--- config.mk ---
export PLATFORM = sky130hd
export DESIGN_NAME = seq_pattern_scheduler_flat
export DESIGN_NICKNAME = d
export VERILOG_FILES = /design/src/rtl/seq_pattern_scheduler_if.sv /design/src/rtl/seq_pattern_scheduler.sv /design/src/flat_wrapper.sv
export SDC_FILE = /design/constraint.sdc
export NUM_CORES = 1
export LEC_CHECK = 0
export CAP_MARGIN = 20
export CORE_MARGIN = 5
export CORE_UTILIZATION = 53
export CTS_CLUSTER_SIZE = 30
export DETAILED_ROUTE_END_ITERATION = 6
export HOLD_SLACK_MARGIN = 0.08
export PLACE_DENSITY_LB_ADDON = 0.08
export SYNTH_ARGS = -nofsm -noshare
export SYNTH_HDL_FRONTEND = slang
export SYNTH_SLANG_ARGS = --single-unit
export TNS_END_PERCENT = 50
--- constraint.sdc ---
create_clock -name clk -period 1.9 [get_ports clk]
set_input_delay 0.19 -clock clk [delete_from_list [all_inputs] [get_ports clk]]
set_output_delay 0.19 -clock clk [all_outputs]
set_load 0.02 [all_outputs]
--- src/rtl/seq_pattern_scheduler_if.sv ---
// Bus bundle between the pattern scheduler and its controller.
// Holds pattern-memory writes, transport controls, tone/sweep configuration,
// and the signals that drive the sequencer and report status.
interface seq_pattern_scheduler_if #(
   parameter int ADDR_W = 4
);
   logic              pat_we;
   logic [ADDR_W-1:0] pat_addr;
   logic [7:0]        pat_data;
   logic [ADDR_W-1:0] cfg_len;
   logic              start;
   logic              stop;
   logic              bar_tick;
   logic              cfg_req;
   logic [3:0]        freq_sel;
   logic [2:0]        sweep_sel;
   logic [7:0]        kbd_out;
   logic [7:0]        freqin_out;
   logic              sel_snd_out;
   logic              sel_loop_out;
   logic [ADDR_W-1:0] step_idx;
   logic              busy;
   logic              cfg_pending;
   logic              done;

   modport master (
      output pat_we, pat_addr, pat_data, cfg_len, start, stop, bar_tick,
             cfg_req, freq_sel, sweep_sel,
      input  kbd_out, freqin_out, sel_snd_out, sel_loop_out, step_idx,
             busy, cfg_pending, done
   );

   modport slave (
      input  pat_we, pat_addr, pat_data, cfg_len, start, stop, bar_tick,
             cfg_req, freq_sel, sweep_sel,
      output kbd_out, freqin_out, sel_snd_out, sel_loop_out, step_idx,
             busy, cfg_pending, done
   );
endinterface

--- src/rtl/seq_pattern_scheduler.sv ---
// Pattern scheduler: plays a table of 8-bit step masks into a sequencer,
// advancing one entry per bar, and reloads tone/sweep settings at bar
// boundaries whenever a new configuration has been latched.
// Optional macro SEQ_SCHED_ONESHOT_EN: stop after the last entry and pulse
// done; otherwise playback loops forever and done is held low.
module seq_pattern_scheduler #(
   parameter int ADDR_W = 4
) (
   input logic                    clk,
   input logic                    rst,
   seq_pattern_scheduler_if.slave bus
);
   localparam int DEPTH = 2 ** ADDR_W;
   localparam logic [ADDR_W-1:0] IDX_ONE = {{(ADDR_W-1){1'b0}}, 1'b1};

   typedef enum logic [1:0] {IDLE, LOAD_SND, LOAD_LOOP, PLAY} state_t;

   state_t            state, state_nxt;
   logic [7:0]        mem [DEPTH];
   logic [ADDR_W-1:0] step_idx_q, step_nxt;
   logic [3:0]        freq_reg;
   logic [2:0]        sweep_reg;
   logic              cfg_pending_q;
   logic [7:0]        kbd_q;
   logic              last_step;

   // Full-width compare: a shrunken cfg_len below the current index is not
   // caught here, so the counter rolls over naturally before matching.
   assign last_step = (step_idx_q == bus.cfg_len);

   // Pattern memory: whole-array clear on reset, otherwise writable in any state
   always_ff @(posedge clk) begin
      if (rst) begin
         for (int i = 0; i < DEPTH; i++) mem[i] <= '0;
      end else if (bus.pat_we) begin
         mem[bus.pat_addr] <= bus.pat_data;
      end
   end

   // Configuration latch; a new request wins over the clear in LOAD_LOOP so it is not lost
   always_ff @(posedge clk) begin
      if (rst) begin
         freq_reg      <= '0;
         sweep_reg     <= '0;
         cfg_pending_q <= 1'b0;
      end else if (bus.cfg_req) begin
         freq_reg      <= bus.freq_sel;
         sweep_reg     <= bus.sweep_sel;
         cfg_pending_q <= 1'b1;
      end else if (state == LOAD_LOOP) begin
         cfg_pending_q <= 1'b0;
      end
   end

`ifdef SEQ_SCHED_ONESHOT_EN
   logic done_q, done_nxt;
`endif

   // Next-state and step counter; stop always takes precedence over start and bar_tick
   always_comb begin
      state_nxt = state;
      step_nxt  = step_idx_q;
`ifdef SEQ_SCHED_ONESHOT_EN
      done_nxt  = 1'b0;
`endif
      case (state)
         IDLE: begin
            if (bus.start && !bus.stop) begin
               state_nxt = LOAD_SND;
               step_nxt  = '0;
            end
         end
         LOAD_SND:  state_nxt = bus.stop ? IDLE : LOAD_LOOP;
         LOAD_LOOP: state_nxt = bus.stop ? IDLE : PLAY;
         PLAY: begin
            if (bus.stop) begin
               state_nxt = IDLE;
            end else if (bus.bar_tick) begin
               step_nxt = last_step ? '0 : step_idx_q + IDX_ONE;
`ifdef SEQ_SCHED_ONESHOT_EN
               if (last_step) begin
                  state_nxt = IDLE;
                  done_nxt  = 1'b1;
               end else if (cfg_pending_q) begin
                  state_nxt = LOAD_SND;
               end
`else
               if (cfg_pending_q) state_nxt = LOAD_SND;
`endif
            end
         end
         default: state_nxt = IDLE;
      endcase
   end

   // State, counter and registered step-mask output
   always_ff @(posedge clk) begin
      if (rst) begin
         state      <= IDLE;
         step_idx_q <= '0;
         kbd_q      <= '0;
      end else begin
         state      <= state_nxt;
         step_idx_q <= step_nxt;
         kbd_q      <= (state == PLAY) ? mem[step_idx_q] : 8'h00;
      end
   end

`ifdef SEQ_SCHED_ONESHOT_EN
   // End-of-run pulse, one cycle wide
   always_ff @(posedge clk) begin
      if (rst) done_q <= 1'b0;
      else     done_q <= done_nxt;
   end
   assign bus.done = done_q;
`else
   assign bus.done = 1'b0;
`endif

   // Load strobes and index bus, driven only in the two load states
   always_comb begin
      bus.freqin_out   = 8'h00;
      bus.sel_snd_out  = 1'b0;
      bus.sel_loop_out = 1'b0;
      case (state)
         LOAD_SND: begin
            bus.freqin_out  = {4'b0, freq_reg};
            bus.sel_snd_out = 1'b1;
         end
         LOAD_LOOP: begin
            bus.freqin_out   = {5'b0, sweep_reg};
            bus.sel_loop_out = 1'b1;
         end
         default: ;
      endcase
   end

   assign bus.kbd_out     = kbd_q;
   assign bus.step_idx    = step_idx_q;
   assign bus.busy        = (state != IDLE);
   assign bus.cfg_pending = cfg_pending_q;
endmodule

--- src/flat_wrapper.sv ---
// flat-port wrapper written by rule: the top's interface ports become plain ports
module seq_pattern_scheduler_flat 
#(
   parameter int ADDR_W = 4
)
  (clk, rst, bus_pat_we, bus_pat_addr, bus_pat_data, bus_cfg_len, bus_start, bus_stop, bus_bar_tick, bus_cfg_req, bus_freq_sel, bus_sweep_sel, bus_kbd_out, bus_freqin_out, bus_sel_snd_out, bus_sel_loop_out, bus_step_idx, bus_busy, bus_cfg_pending, bus_done);
  seq_pattern_scheduler_if #(.ADDR_W(ADDR_W)) bus_i ();
  input logic clk;
  input logic rst;
  input wire logic [$bits(bus_i.pat_we)-1:0] bus_pat_we;
  input wire logic [$bits(bus_i.pat_addr)-1:0] bus_pat_addr;
  input wire logic [$bits(bus_i.pat_data)-1:0] bus_pat_data;
  input wire logic [$bits(bus_i.cfg_len)-1:0] bus_cfg_len;
  input wire logic [$bits(bus_i.start)-1:0] bus_start;
  input wire logic [$bits(bus_i.stop)-1:0] bus_stop;
  input wire logic [$bits(bus_i.bar_tick)-1:0] bus_bar_tick;
  input wire logic [$bits(bus_i.cfg_req)-1:0] bus_cfg_req;
  input wire logic [$bits(bus_i.freq_sel)-1:0] bus_freq_sel;
  input wire logic [$bits(bus_i.sweep_sel)-1:0] bus_sweep_sel;
  output wire logic [$bits(bus_i.kbd_out)-1:0] bus_kbd_out;
  output wire logic [$bits(bus_i.freqin_out)-1:0] bus_freqin_out;
  output wire logic [$bits(bus_i.sel_snd_out)-1:0] bus_sel_snd_out;
  output wire logic [$bits(bus_i.sel_loop_out)-1:0] bus_sel_loop_out;
  output wire logic [$bits(bus_i.step_idx)-1:0] bus_step_idx;
  output wire logic [$bits(bus_i.busy)-1:0] bus_busy;
  output wire logic [$bits(bus_i.cfg_pending)-1:0] bus_cfg_pending;
  output wire logic [$bits(bus_i.done)-1:0] bus_done;
  assign bus_i.pat_we = bus_pat_we;
  assign bus_i.pat_addr = bus_pat_addr;
  assign bus_i.pat_data = bus_pat_data;
  assign bus_i.cfg_len = bus_cfg_len;
  assign bus_i.start = bus_start;
  assign bus_i.stop = bus_stop;
  assign bus_i.bar_tick = bus_bar_tick;
  assign bus_i.cfg_req = bus_cfg_req;
  assign bus_i.freq_sel = bus_freq_sel;
  assign bus_i.sweep_sel = bus_sweep_sel;
  assign bus_kbd_out = bus_i.kbd_out;
  assign bus_freqin_out = bus_i.freqin_out;
  assign bus_sel_snd_out = bus_i.sel_snd_out;
  assign bus_sel_loop_out = bus_i.sel_loop_out;
  assign bus_step_idx = bus_i.step_idx;
  assign bus_busy = bus_i.busy;
  assign bus_cfg_pending = bus_i.cfg_pending;
  assign bus_done = bus_i.done;
  seq_pattern_scheduler #(.ADDR_W(ADDR_W)) u_core (.clk(clk), .rst(rst), .bus(bus_i));
endmodule
* Word-level counts from Yosys, hierarchy flattened
Memories as Yosys holds them, arrays and structs flattened. A register that Yosys moved wholly into a read port is not among the register bits.
Index checks and enable logic that the tools add are counted.
** Operators by class
- Add/subtract/negate cells :: 1
- Eq/ne operators :: 9
- Muxes and demuxes :: 25
- Bitwise gates (word level) :: 1
- Reductions and logical operators :: 10
** Operator list (number)
- $mux 4 :: 5
- $pmux 4 s2 :: 2
- $mux 2 :: 6
- $mux 1 :: 10
- $mux 8 :: 1
- $pmux 2 s4 :: 1
- $reduce_or 8->1 :: 1
- $reduce_bool 2->1 :: 3
- $add 4x1->4 const B :: 1
- $eq 2x2->1 const B :: 2
- $eq 4x4->1 :: 1
- $ne 2x2->1 const B :: 2
- $reduce_and 4->1 :: 1
- $ne 3x2->1 const B :: 1
- $ne 3x3->1 const B :: 1
- $reduce_and 3->1 :: 1
- $eq 2x1->1 const B :: 1
- $logic_not 2->1 :: 1
- $ne 2x1->1 const B :: 1
- $reduce_or 2->1 :: 1
- $logic_and 1x1->1 :: 1
- $logic_not 1->1 :: 1
- $not 1->1 :: 1
** Storage, ports and cells
- Register bits :: 14
- RAM bits :: 128
- Bits of input ports :: 30
- Output and inout port bits :: 25
- Logic and storage cells :: 52
- Memories :: 1
** Memory list
- u_core.mem :: depth 16, bits a word 8, rd ports 1, clocked after memory_dff 1, wr ports 16, line seq_pattern_scheduler.sv:19 : logic [7:0] mem [DEPTH];

* Logic depth before layout (Yosys ltp)
Gate-level depths: netlist of run 1.
- Depth after elaboration :: 5
- Gate-level depth with buffers :: 6
- Depth with buffers taken out :: 6

* Worst setup path before layout of run 1
OpenSTA, ideal clock, no wires.
- Kind :: reg-to-reg
- Start :: register u_core.step_idx_q[0] (netlist: u_core.bus.step_idx[0])
- End :: register u_core.kbd_q[4] (netlist: u_core.bus.kbd_out[4]), read port of u_core.mem
- Setup time :: 0.122 ns
- Arrival time :: 1.800 ns
- Data required time :: 1.778 ns
- Path slack :: -0.022 ns
- Cell stages (with the launch flop) :: 6
- Buffers on the path :: 2
- Clock period less this slack :: 1.922 ns
- Path through :: dfxtp_1 -> buf_6 -> buf_6 -> mux4_2 -> a22o_1 -> a221o_1
** RTL lines
- start: declaration :: line seq_pattern_scheduler.sv:20 : logic [ADDR_W-1:0] step_idx_q, step_nxt;
- start signal: assignment :: line seq_pattern_scheduler.sv:104 : step_idx_q <= step_nxt;
- end: declaration :: line seq_pattern_scheduler.sv:24 : logic [7:0] kbd_q;

==> out/summary.txt, run 1 <==
Max Cap Viol -> 0
synthesized netlist cell count -> 498
largest cells by area after synthesis -> edfxtp_1 55%, and2_1 11%, mux4_2 8.0%, dfxtp_1 6.3%, mux2i_1 3.0%
Routed WL per cell -> 20.6 µm
Area Growth Syn to Fin -> 22.4%
nets -> 620
share of post-route cells with drive strength above 1 -> 23.2%
commonest non-fill, non-tap cell in the layout -> and2_1
status -> completed
total track usage -> 21.0%
worst r2r src -> u_core.bus.step_idx[0]
largest net degree at the start of global routing -> 21
Final period util -> 96.8%
RR Endpoint -> u_core.bus.kbd_out[0]
Max FO, Critical Path -> 16
Via Count -> 4,281
CTS clk-pin slew, worst paths -> 0.06 ns
Clock H-tree levels -> 4
number of global-route vias before repair -> 4,251
# diodes -> 0
Final Wtd Congestion -> 0.841
total power -> 0.00776 W
commonest non-fill, non-tap cells in the layout -> 129 x and2_1, 128 x edfxtp_1, 42 x buf_4, 41 x clkdlybuf4s50_1, 25 x mux4_2
final WL -> 15,900 µm
Clock Skews -> 0.00602 ns
clock sink count -> 150
Power Density -> 902 nW/µm²
Starting Density -> 53.5%
maximum VDD drop -> 0.575 mV
CP startpoint kind -> flip-flop
initial antenna violation count -> 0
endpoints failing hold -> 0
core footprint -> 13,100 µm²
WP data required -> 2.20 ns
Clock Path Buffers -> 2
row count -> 42
CTS root buffer -> clkbuf_16
Max Freq -> 544 MHz
R2R setup slack -> 0.06 ns
Place WS -> -0.194 ns
Pins Over Slew Limit -> 0
kind of critical path -> reg2reg
flops & latches, synth -> 150
synthesized area -> 7030 µm²
port buffer count -> 49
drt drc -> 0
final core utilization -> 65.5%
die width -> 125 µm
CTS tree -> built
Hold WS -> 0.383 ns
most flop-heavy register -> u_core.mem
Unique masters post-synth -> 45
Synth top area share -> 54.7%
sequential share of the synthesized area -> 61.0%
# IOs -> 55
slew of the pin with the lowest slew margin -> 0.649 ns
crit path to -> u_core.bus.kbd_out[0]
Die ar. -> 15,700 µm²
crit end category -> flip-flop
setup bufs post-CTS -> 0
async set-reset flop share out of synthesis -> 0%
Clk Latency, worst-skew pair -> 0.42 ns
main flop type after synthesis -> edfxtp_1
Antenna Nets Post-Route -> 0
final worst path period need -> 1.84 ns
max reg flops -> 128
Hold Buf Count CTS -> 0
PnR worst setup slack -> 0.0612 ns
hold crit path type -> in2reg
leading area contributor after synthesis -> edfxtp_1
final setup vio count -> 0
CTS Buf Count -> 17
slew margin rel. -> 56.6%
yosys warns -> 0
number of flops mapped to enable cells by yosys -> 128
Static Leak -> 3.12 nW
global-route wire length before repair -> 24,500 µm
R2R depth -> 4
post-DP HPWL -> 11,200 µm
gr ovfl total -> 0
DR vias/cell -> 5.55
Initial DRC Count -> 397
Fin Setup TNS -> 0 ns
DR pass1 iterations -> 6
CP Launch Point -> u_core.bus.step_idx[0]
syn_area_per_cell -> 14.1 µm²
Worst Path Arrival -> 2.14 ns
die height -> 125 µm
## per-layer routing
| metal | global-route usage (%) | wire length [µm] | vias to the layer above | part of all wire [%] |
|---|---|---|---|---|
| li1 | - | - | 1989 | - |
| met1 | 29.7 | 7130 | 2108 | 45 |
| met3 | 6.27 | 1200 | 22 | 7.6 |
| met5 | 0 | 0 | - | 0 |
| met4 | 7.72 | 284 | 0 | 1.8 |
| met2 | 31.0 | 7230 | 162 | 46 |
## cells in the mapped netlist (6+ instances only)
cell      instances
a221o_1           7
a22o_1            8
a22oi_1          10
and2_1          129
and3_1            9
buf_4             6
clkbuf_1         19
dfxtp_1          22
edfxtp_1        128
ha_1              8
inv_1             7
mux2i_1          21
mux4_2           25
nand2b_1          6
nor2_1           21
nor2b_1           8
or2_2            16
## power breakdown
| part | switching (W) | internal, W | total, W |
|---|---|---|---|
| combinational | 0.000295 | 0.000243 | 0.000538 |
| sequential | 0.0000718 | 0.00374 | 0.00382 |
| clock | 0.00134 | 0.00207 | 0.00341 |
| total | 0.00171 | 0.00605 | 0.00776 |
## cells by family (layout without fill, tap and decap cells)
logic type | after synthesis | after routing | synth area share, %
XOR/XNOR | 4 | 4 | 0.499
AO/OA/AOI/OAI | 40 | 40 | 4.68
other | 1 | 5 | 0.0534
adder cells (fa/ha/maj) | 8 | 8 | 1.42
flip-flops | 150 | 150 | 61.0
multiplexers | 48 | 48 | 11.3
buffers and inverters | 40 | 133 | 2.96
AND/OR/NAND/NOR | 207 | 207 | 18.1
## metrics by stage
step / instances / cell area (µm²)
2_1_floorplan: 502 / 7040
3_3_place_gp: 739 / 7950
3_5_place_dp: 739 / 7950
4_1_cts: 771 / 8560
5_1_grt: 771 / 8600
6_report: 771 / 8600
## worst max-delay path, cell delays in order, from the launching register on
cell and delay [ns]:
dfxtp_4 0.40, buf_12 0.19, mux4_2 0.55, a22o_1 0.22
a221o_1 0.36
## worst min path at each step
stage                  startpoint                 end  slack (ns)  cells after the start
6_report          bus_freq_sel[2]  u_core.freq_reg[2]        0.38                      3
5_1_grt           bus_freq_sel[0]  u_core.freq_reg[0]        0.41                      3
4_1_cts           bus_freq_sel[2]  u_core.freq_reg[2]        0.37                      3
3_5_place_dp   u_core.freq_reg[3]  u_core.freq_reg[3]        0.48                      2
3_3_place_gp   u_core.freq_reg[3]  u_core.freq_reg[3]        0.47                      2
2_1_floorplan     bus_freq_sel[3]  u_core.freq_reg[3]        0.34                      2
## cell type report
| cell class | count | area, µm² |
|---|---|---|
| multi-input cells | 312 | 2600 |
| clock buffers | 17 | 425 |
| clock inverters | 15 | 180 |
| flip-flops and latches | 150 | 4290 |
| well taps | 176 | 220 |
| repair buffers | 94 | 860 |
| fillers | 955 | 4540 |
| inverters | 7 | 26.3 |
## timing repair
action	4_1_cts	5_1_grt
cloned	0	0
pin swaps	0	0
gates resized for setup	17	12
endpoints found under the setup margin	11	14
No activity file was read; power rests on OpenSTA's default activity.
==> run 2: changes to the inputs <==
Settings changed: CORE_UTILIZATION 53 to 47.
==> run 2 against run 1 <==
Effect of this change: sequential share of layout area shrank 0.18 points; clock power up 2%; clock skew hardly changed; die area rose by 12%; flip-flop and latch count is the same; non-clock buffer count up 7; first-iteration DRC count down 42%; total power increased by 0.99%; wire length grew 3.0%; design area is 0.36% higher; sequential power hardly changed; largest power group unchanged.
==> out/summary.txt, run 2 (synthesized netlist as in run 1, its figures left out) <==
nets -> 627 (+1.1%)
CTS root buffer -> clkbuf_16
busiest grt layer -> met2
Antenna Nets Post-Route -> 0 (unchanged)
Place WS -> -0.262 ns (-0.0674 ns)
Hold WS -> 0.387 ns (+0.00463 ns)
CTS tree -> built
Power Density -> 908 nW/µm² (+0.63%)
DR pass1 iterations -> 4 (-2)
commonest non-fill, non-tap cells in the layout -> 129 x and2_1, 128 x edfxtp_1, 49 x buf_4, 42 x clkdlybuf4s50_1, 25 x mux4_2
drt drc -> 0 (unchanged)
R2R depth -> 6 (+2)
CTS clk-pin slew, worst paths -> 0.06 ns (about the same)
core footprint -> 14,600 µm² (+11%)
slew of the pin with the lowest slew margin -> 0.682 ns (+0.0330 ns)
Via Count -> 4,255 (-0.61%)
Post-DP Area -> 8010 µm² (+0.79%)
filler instances -> 1,159 (+21%)
Static Leak -> 3.15 nW (+0.94%)
final WL -> 16,300 µm (+3.0%)
Clock H-tree levels -> 4 (unchanged)
Worst Path Arrival -> 2.12 ns (-0.02 ns)
R2R setup slack -> 0.08 ns (+0.02 ns)
Clk Latency, worst-skew pair -> 0.42 ns (about the same)
post-DP HPWL -> 11,500 µm (+3.3%)
Die ar. -> 17,500 µm² (+12%)
number of global-route vias before repair -> 4,475 (+5.3%)
clock sink count -> 150 (unchanged)
Max FO, Critical Path -> 12 (-4)
RR Endpoint -> u_core.bus.kbd_out[2]
Routed WL per cell -> 20.8 µm (+1.0%)
Final period util -> 95.8% (-0.98 points)
endpoints failing hold -> 0 (unchanged)
slew margin rel. -> 54.4% (-2.2 points)
die height -> 132 µm (+5.7%)
# diodes -> 0 (unchanged)
largest net degree at the start of global routing -> 25 (+19%)
CP Launch Point -> u_core.state[1]
initial antenna violation count -> 0 (unchanged)
# IOs -> 55 (unchanged)
crit end category -> flip-flop
Final Instance Area -> 8630 µm² (+0.36%)
Initial DRC Count -> 229 (-42%)
DR vias/cell -> 5.41 (-2.5%)
Final Wtd Congestion -> 0.823 (-2.2%)
kind of critical path -> reg2reg
Max Freq -> 549 MHz (+1.0%)
hold crit path type -> in2reg
maximum VDD drop -> 0.569 mV (-1.0%)
worst hold endpoint -> u_core.freq_reg[2]
CTS Buf Count -> 17 (unchanged)
gr ovfl total -> 0 (unchanged)
Clock Path Buffers -> 2 (unchanged)
total track usage -> 19.2% (-1.8 points)
status -> completed
die width -> 132 µm (+5.7%)
worst r2r src -> u_core.state[1]
Pins Over Slew Limit -> 0 (unchanged)
RSZ-0062 raised after global routing -> no
met3 Usage GRT -> 4.69% (-1.6 points)
commonest non-fill, non-tap cell in the layout -> and2_1
WP data required -> 2.20 ns (about the same)
setup bufs post-CTS -> 0 (unchanged)
max reg flops -> 128 (unchanged)
port buffer count -> 49 (unchanged)
PnR worst setup slack -> 0.0799 ns (+0.0186 ns)
global-route wire length before repair -> 25,700 µm (+4.8%)
Clock Skews -> 0.00584 ns (-0.000179 ns)
hold path depth -> 3 (unchanged)
Starting Density -> 48.2% (-5.3 points)
met1 usage -> 25.9% (-3.8 points)
most flop-heavy register -> u_core.mem
CP startpoint kind -> flip-flop
row count -> 44 (+4.8%)
Max Cap Viol -> 0 (unchanged)
HP Start -> bus_freq_sel[2]
final worst path period need -> 1.82 ns (-0.0186 ns)
share of post-route cells with drive strength above 1 -> 23.4% (+0.23 points)
met2 Use GR -> 30.2% (-0.80 points)
Area Growth Syn to Fin -> 22.8%
final setup vio count -> 0 (unchanged)
[run 2: metal layers]
layer	share of wire (%)	wire length [µm]
met1	45	7300
met2	47	7690
met3	5.7	936
met4	2.5	405
met5	0	0
[run 2: stage by stage]
stage | setup TNS [ns] | cells | utilization [%] | total power (W)
after floorplan | 0 | 502 | - | 0.00412
after global placement | -11.56 | 754 | 54.9 | 0.00440
after detailed placement | -20.79 | 754 | 54.9 | 0.00442
after CTS | -0.0121 | 786 | 59.2 | 0.00788
after global routing | 0 | 786 | 59.2 | 0.00808
final | 0 | 786 | 59.2 | 0.00784
[run 2: worst max-delay path by stage]
stage                                        end  depth (start not counted)  slack, ns
after floorplan            u_core.bus.kbd_out[4]                          5       0.07
after CTS                 u_core.bus.step_idx[1]                          6      -0.01
after detailed placement        u_core.mem[0][5]                          4      -0.26
final                      u_core.bus.kbd_out[2]                          6       0.08
after global placement          u_core.mem[0][4]                          4      -0.18
after global routing       u_core.bus.kbd_out[2]                          6      0.001
[run 2: layout make-up]
class | instances | area (µm²) | share of cell area, %
inverter | 7 | 26.3 | 0.304
timing repair buffer | 101 | 895 | 10.4
clock buffer | 18 | 429 | 4.97
clock inverter | 14 | 184 | 2.13
tap | 184 | 230 | 2.67
sequential | 150 | 4290 | 49.7
multi-input combinational | 312 | 2580 | 29.8
[run 2: what timing repair did]
action | in CTS | in global routing
gates resized for setup | 18 | 10
setup endpoints to repair | 8 | 10
hold buffers | 0 | 0
[run 2: worst max-delay path: stages, from the launching register on]
cell and delay [ns]:
dfxtp_2 0.34, buf_4 0.14, ha_1 0.18, buf_4 0.14, and3b_1 0.28, a22o_1 0.26
a221o_1 0.36
[run 2: where the power goes]
group          leakage (nW)  switching (W)  internal (W)
combinational          1.47       0.000297      0.000240
clock                 0.278        0.00131       0.00218
sequential             1.40      0.0000612       0.00375
total                  3.15        0.00167       0.00617
